===== config.mk =====
export PLATFORM = sky130hd
export DESIGN_NAME = dot_acc
export DESIGN_NICKNAME = d
export VERILOG_FILES = /design/src/rtl/dot_acc_pkg.sv /design/src/rtl/dot_acc.sv
export SDC_FILE = /design/constraint.sdc
export NUM_CORES = 1
export LEC_CHECK = 0
export CAP_MARGIN = 20
export CELL_PAD_IN_SITES_DETAIL_PLACEMENT = 0
export CELL_PAD_IN_SITES_GLOBAL_PLACEMENT = 1
export CORE_MARGIN = 1.5
export CORE_UTILIZATION = 36
export DETAILED_ROUTE_END_ITERATION = 8
export PLACE_DENSITY = 0.83
export SYNTH_ARGS = -nofsm -noshare
export SYNTH_HDL_FRONTEND = slang
export SYNTH_SLANG_ARGS = --single-unit

===== constraint.sdc =====
create_clock -name i_w_clk -period 1.8 [get_ports i_w_clk]
set_input_delay 0.45 -clock i_w_clk [delete_from_list [all_inputs] [get_ports i_w_clk]]
set_output_delay 0.45 -clock i_w_clk [all_outputs]
set_load 0.01 [all_outputs]

===== src/rtl/dot_acc_pkg.sv =====
// Shared constants for the multiply-accumulate datapath: accumulator FSM states
// and guard-bit sizing reused by the multiplier and later MAC stages.
package dot_acc_pkg;

    typedef enum logic [1:0] {
        IDLE = 2'd0,
        ACC  = 2'd1,
        DONE = 2'd2
    } state_t;

    localparam int unsigned GUARD_BITS = 8;
    localparam int unsigned CNT_BITS   = 8;

endpackage


===== src/rtl/dot_acc.sv =====
// Streaming dot-product accumulator: sums p_terms consecutive products from the
// shift-add multiplier and presents the result on a valid/ready port.
module dot_acc
    import dot_acc_pkg::*;
#(
    parameter int unsigned p_width = 4,
    parameter int unsigned p_terms = 4
) (
    input  logic                   i_w_clk,
    input  logic                   i_w_rst_n,
    input  logic                   i_w_clear,
    input  logic                   i_w_valid,
    output logic                   o_w_ready,
    input  logic [2*p_width:0]     i_w_prod,
    output logic                   o_w_valid,
    input  logic                   i_w_ready,
    output logic [2*p_width+8:0]   o_w_sum
);

    localparam int unsigned PW = 2*p_width + 1;
    localparam int unsigned SW = PW + GUARD_BITS;
    localparam logic [CNT_BITS:0] TERMS = (CNT_BITS+1)'(p_terms);

    state_t                state, state_nxt;
    logic [SW-1:0]         acc, acc_nxt;
    logic [CNT_BITS-1:0]   cnt, cnt_nxt;
    logic [CNT_BITS:0]     cnt_inc;
    logic                  last_term;

    // One extra bit so the final term of a 256-term sum compares correctly;
    // the wrapped 8-bit count is never used once the FSM reaches DONE.
    assign cnt_inc   = {1'b0, cnt} + {{CNT_BITS{1'b0}}, 1'b1};
    assign last_term = (cnt_inc == TERMS);

    always_ff @(posedge i_w_clk or negedge i_w_rst_n) begin
        if (!i_w_rst_n) begin
            state <= IDLE;
            acc   <= '0;
            cnt   <= '0;
        end else begin
            state <= state_nxt;
            acc   <= acc_nxt;
            cnt   <= cnt_nxt;
        end
    end

    always_comb begin
        state_nxt = state;
        acc_nxt   = acc;
        cnt_nxt   = cnt;
        if (i_w_clear) begin
            state_nxt = IDLE;
            acc_nxt   = '0;
            cnt_nxt   = '0;
        end else begin
            unique case (state)
                IDLE: begin
                    if (i_w_valid) begin
                        acc_nxt   = SW'(i_w_prod);
                        cnt_nxt   = cnt_inc[CNT_BITS-1:0];
                        state_nxt = last_term ? DONE : ACC;
                    end
                end
                ACC: begin
                    if (i_w_valid) begin
                        acc_nxt   = acc + SW'(i_w_prod);
                        cnt_nxt   = cnt_inc[CNT_BITS-1:0];
                        state_nxt = last_term ? DONE : ACC;
                    end
                end
                DONE: begin
                    if (i_w_ready) begin
                        state_nxt = IDLE;
                        acc_nxt   = '0;
                        cnt_nxt   = '0;
                    end
                end
                default: begin
                    state_nxt = IDLE;
                    acc_nxt   = '0;
                    cnt_nxt   = '0;
                end
            endcase
        end
    end

    assign o_w_ready = (state != DONE);
    assign o_w_valid = (state == DONE);
    assign o_w_sum   = acc;

endmodule

Word-level counts from Yosys, hierarchy flattened --
Index checks and enable logic that the tools add are counted. W data, S select, Z words.
Word-level totals: memories 0, bits in latches 0, word-level logic and storage cells 31, flip-flop bits (word level) 27, bits of input ports 14, bits in read-only memories 0, memory bits (writable) 0
Operators by class: magnitude comparators 0, $add $sub $neg 2, equal/unequal tests 8, reduce and logical (&&, ||, !) cells 4, shift-type cells 0, multipliers 0, bitwise operators 0, multiplexer cells 14, div/mod/pow operators 0
Operator list (number):
- $mux W17 | 4
- $pmux W17 S3 | 1
- $mux W8 | 3
- $add A17 B9 Y17 | 1
- $pmux W8 S2 | 1
- $add A8 B1 Y9 const B | 1
- $eq A9 B3 Y1 const B | 1
- $mux W2 | 4
- $ne A3 B3 Y1 const B | 2
- $pmux W2 S2 | 1
- $ne A3 B1 Y1 const B | 1
- $ne A3 B2 Y1 const B | 1
- $reduce_and A3 Y1 | 1
- $eq A2 B1 Y1 const B | 1
- $eq A2 B2 Y1 const B | 1
- $logic_not A2 Y1 | 1
- $ne A2 B2 Y1 const B | 1
- $reduce_and A2 Y1 | 1
- $reduce_or A2 Y1 | 1

Logic depth before layout (Yosys ltp) --
word-level depth 6, mapped depth 8, mapped depth without buffers 8

Least setup slack after synthesis --
Ideal clock, no wire load.
path type input-to-reg, start in i_w_prod[0], end reg acc[16] (netlist: o_w_sum[16]), path buffers 0, data arrival time 1.935 ns, cell stages on the path 8, setup slack -0.263 ns, setup time 0.128 ns, cell sequence ha_1 > inv_1 > fa_1 > nor2b_1 > o2111ai_1 > a21oi_2 > o21bai_2 > mux2_1
Between the ends: cells in the longest elaborated chain, start to end 4
RTL lines:
- from (decl) | line dot_acc.sv:14 | input logic [2*p_width:0] i_w_prod,
- $add A17 B9 Y17 | line dot_acc.sv:66 | acc_nxt = acc + SW'(i_w_prod);
- $mux W17 | line dot_acc.sv:65 | if (i_w_valid) begin
- $pmux W17 S3 | line dot_acc.sv:56 | unique case (state)
- $mux W17 | line dot_acc.sv:51 | if (i_w_clear) begin
- to (signal assigned) | line dot_acc.sv:42 | acc <= acc_nxt;
- to (decl) | line dot_acc.sv:25 | logic [SW-1:0] acc, acc_nxt;
Every way passes these cells. The select of a mux whose other input is x is not followed. A chain may end at the register's enable or synchronous reset.

Final worst setup path --
start reg acc[0] (netlist: o_w_sum[0]), end reg acc[16] (netlist: o_w_sum[16])
Between the ends: cells in the longest elaborated chain, start to end 4
RTL lines (line):
- $add A17 B9 Y17 | dot_acc.sv:66
- $mux W17 | dot_acc.sv:65
- $pmux W17 S3 | dot_acc.sv:56
- $mux W17 | dot_acc.sv:51
Every way passes these cells. The select of a mux whose other input is x is not followed.

==> impl_metrics.json <==
{
  "status": "complete, but fails checks",
  "violations": "setup timing",
  "ys_async_sr_fraction": 1.000,
  "rows": 26,
  "worst_clock_skew_ns": 0.008085,
  "io_pins": 33,
  "combPwrFrac": 0.408,
  "first_pass_iters": 4,
  "core_um2": 5107,
  "worstHoldStart": "i_w_valid",
  "holdBufCountCts": 0,
  "finalCriticalPeriod_ns": 1.939,
  "power_mw": 1.733,
  "cp.required_ns": 1.98,
  "reg2reg_slack_ns": -0.14,
  "fin_setup_tns_ns": -0.7870,
  "drc": 0,
  "reg2reg_depth": 8,
  "finalInstanceArea_um2": 3153,
  "startpoint_type": "flop",
  "htree_levels": 1,
  "cts_buffers": 3,
  "die-area_um2": 5764,
  "wire_per_inst_um": 15.56,
  "cap_violations": 0,
  "antenna_found_initial": 0,
  "synth_warnings": 0,
  "grt_usage": 0.2083,
  "regArea_um2": 675.6,
  "power.density_nw_per_um2": 549.5,
  "diodes": 0,
  "gp_congestion": 0.7915,
  "cts_tree": "done",
  "multi_input_area_um2": 1413,
  "die_y_um": 75.92,
  "max_slew_margin": 0.7491,
  "grt_pass1_wl_um": 9846,
  "switching_share": 0.3267,
  "final_common_cell": "buf_4",
  "vias": 2072,
  "r2r_start": "o_w_sum[0]",
  "p_sw_mw": 0.5660,
  "p_int_mw": 1.167,
  "p_clk_frac": 0.212,
  "drt_wl_total_um": 6023,
  "critPathKind": "reg -> reg",
  "grt_max_degree": 28,
  "grt_pass1_vias": 2119,
  "clkLatencyLatePin_ns": 0.28,
  "hp-class": "in -> reg",
  "critPathArrivalTime_ns": 2.12,
  "synthToLayoutAreaGrowth_pct": 64.71,
  "clockBufferDepth": 2,
  "rsz0062_at_grt": "yes",
  "clk_pin_slew_ns": 0.10,
  "pwr-share-seq": 0.379,
  "hpwlAfterDp_um": 3934,
  "dp_slack_ns": -0.7144,
  "worst_setup_path_end_kind": "flop",
  "via_per_inst": 5.354,
  "postLayoutSetupSlackWorst_ns": -0.1393,
  "synthesis.area_um2": 1914,
  "synth_nets": 247,
  "fill_cells": 434,
  "synth_edf_count": 0,
  "hold_depth": 2,
  "ys_seq_area_frac": 0.3529,
  "synth_cell_type_count": 52,
  "worstReg2RegEnd": "o_w_sum[16]",
  "ys.flop_type": "dfrtp_1",
  "hold_end": "state[0]",
  "ir_drop_uv": 328.1,
  "final_cell_mix": "buf_4, nand2_1, dfrtp_1",
  "nets": 344,
  "root_buffer": "clkbuf_8",
  "cts_sinks": 27,
  "finalSetupViolCount": 11,
  "drive_gt1_frac": 0.3659,
  "hold_violations": 0,
  "start_util": 0.3748,
  "io_buffers": 32,
  "tightestPinTransition_ns": 0.3764,
  "p_leak_nw": 1.467,
  "ys_ff_latch": 27,
  "slew_violations": 0,
  "grt_overflow": 0,
  "syn_avg_cell_area_um2": 8.662,
  "post_dp_cell_area_um2": 2713,
  "synth_cells": 221,
  "max_freq_mhz": 515.6,
  "die_w_um": 75.92,
  "drtIter0Drc": 78,
  "ant_nets": 0,
  "critPathMaxFanout": 2,
  "period_share": 1.077
}
-- repair_timing --
item	CTS	global route
resized for setup	43	37
pin swaps	21	12
buffers inserted	8	6
setup endpoints to repair	21	27
gates cloned	1	1
-- state kept, by name (all words and copies together), names as in the netlist --
signal,cells
cnt,8
o_w_sum,17
state,2
-- through the flow --
| step | util | std cells | hold slack [ns] |
|---|---|---|---|
| finish | 0.6173 | 387 | 0.5080 |
| global route | 0.6173 | 387 | 0.5249 |
| CTS | 0.5821 | 381 | 0.5219 |
| detailed placement | 0.5311 | 368 | 0.5060 |
| global placement | 0.5311 | 368 | 0.4662 |
| floorplan | - | 221 | 0.1544 |
-- how the worst max path moves through the flow --
stage / start / to / slack (ns)
2_1_floorplan: o_w_sum[0] / o_w_sum[16] / -0.19
3_3_place_gp: i_w_prod[0] / o_w_sum[8] / -0.69
3_5_place_dp: i_w_prod[0] / o_w_sum[14] / -0.71
4_1_cts: o_w_sum[0] / o_w_sum[8] / -0.12
5_1_grt: o_w_sum[0] / o_w_sum[16] / -0.20
6_report: o_w_sum[0] / o_w_sum[16] / -0.14
-- Yosys cell counts (3+ instances only) --
master	number	area, µm²
mux2i_1	5	50.05
o31ai_1	3	22.52
nand2_1	30	112.6
xor2_1	7	61.31
ha_1	11	137.6
buf_2	3	15.01
o22ai_1	3	18.77
nor2_1	21	78.83
dfrtp_1	27	675.7
o21a_1	3	22.52
inv_1	7	26.28
a21oi_1	11	55.05
o21ai_0	19	95.09
nand3_1	12	60.06
clkbuf_1	3	11.26
o211ai_1	8	60.06
nand4_1	3	18.77
-- per-layer routing --
layer / track usage / vias to the layer above / share of wire
met5: 0 / - / 0
met4: 0.08519 / 0 / 0.022
met3: 0.01205 / 13 / 0.023
met2: 0.3748 / 53 / 0.52
met1: 0.2590 / 1006 / 0.43
li1: - / 1000 / -
-- cell families after synthesis --
kind of cell | count (synthesis) | share of synthesized area
and+or+nand+nor | 82 | 0.2059
AOI/OAI and AO/OA | 70 | 0.2484
DFF | 27 | 0.3529
buffers and inverters | 15 | 0.03726
adders and majority gates | 12 | 0.08235
xor gates and xnor gates | 9 | 0.04118
muxes | 6 | 0.03203
-- critical path: stages (launching register included) --
cell       delay (ns)
dfrtp_1          0.41
ha_4             0.16
inv_2            0.03
fa_2             0.35
nor2b_2          0.13
o2111ai_2        0.13
a21oi_2          0.23
o21bai_2         0.10
mux2_4           0.30
-- power groups by stage --
stage	combinational [mW]	sequential [mW]	clock, mW
detailed placement	0.562	0.663	0
CTS	0.645	0.655	0.380
global route	0.767	0.661	0.398
finish	0.708	0.657	0.368
floorplan	0.259	0.676	0
global placement	0.554	0.663	0
-- area by class of cell --
type	instances	area share
timing repair buffer	100	0.2869
multi-input combinational	179	0.4480
clock inverter	1	0.001587
sequential	27	0.2143
inverter	7	0.008333
clock buffer	3	0.01310
tap	70	0.02778
Note: power is estimated with default switching activity, not from simulation.
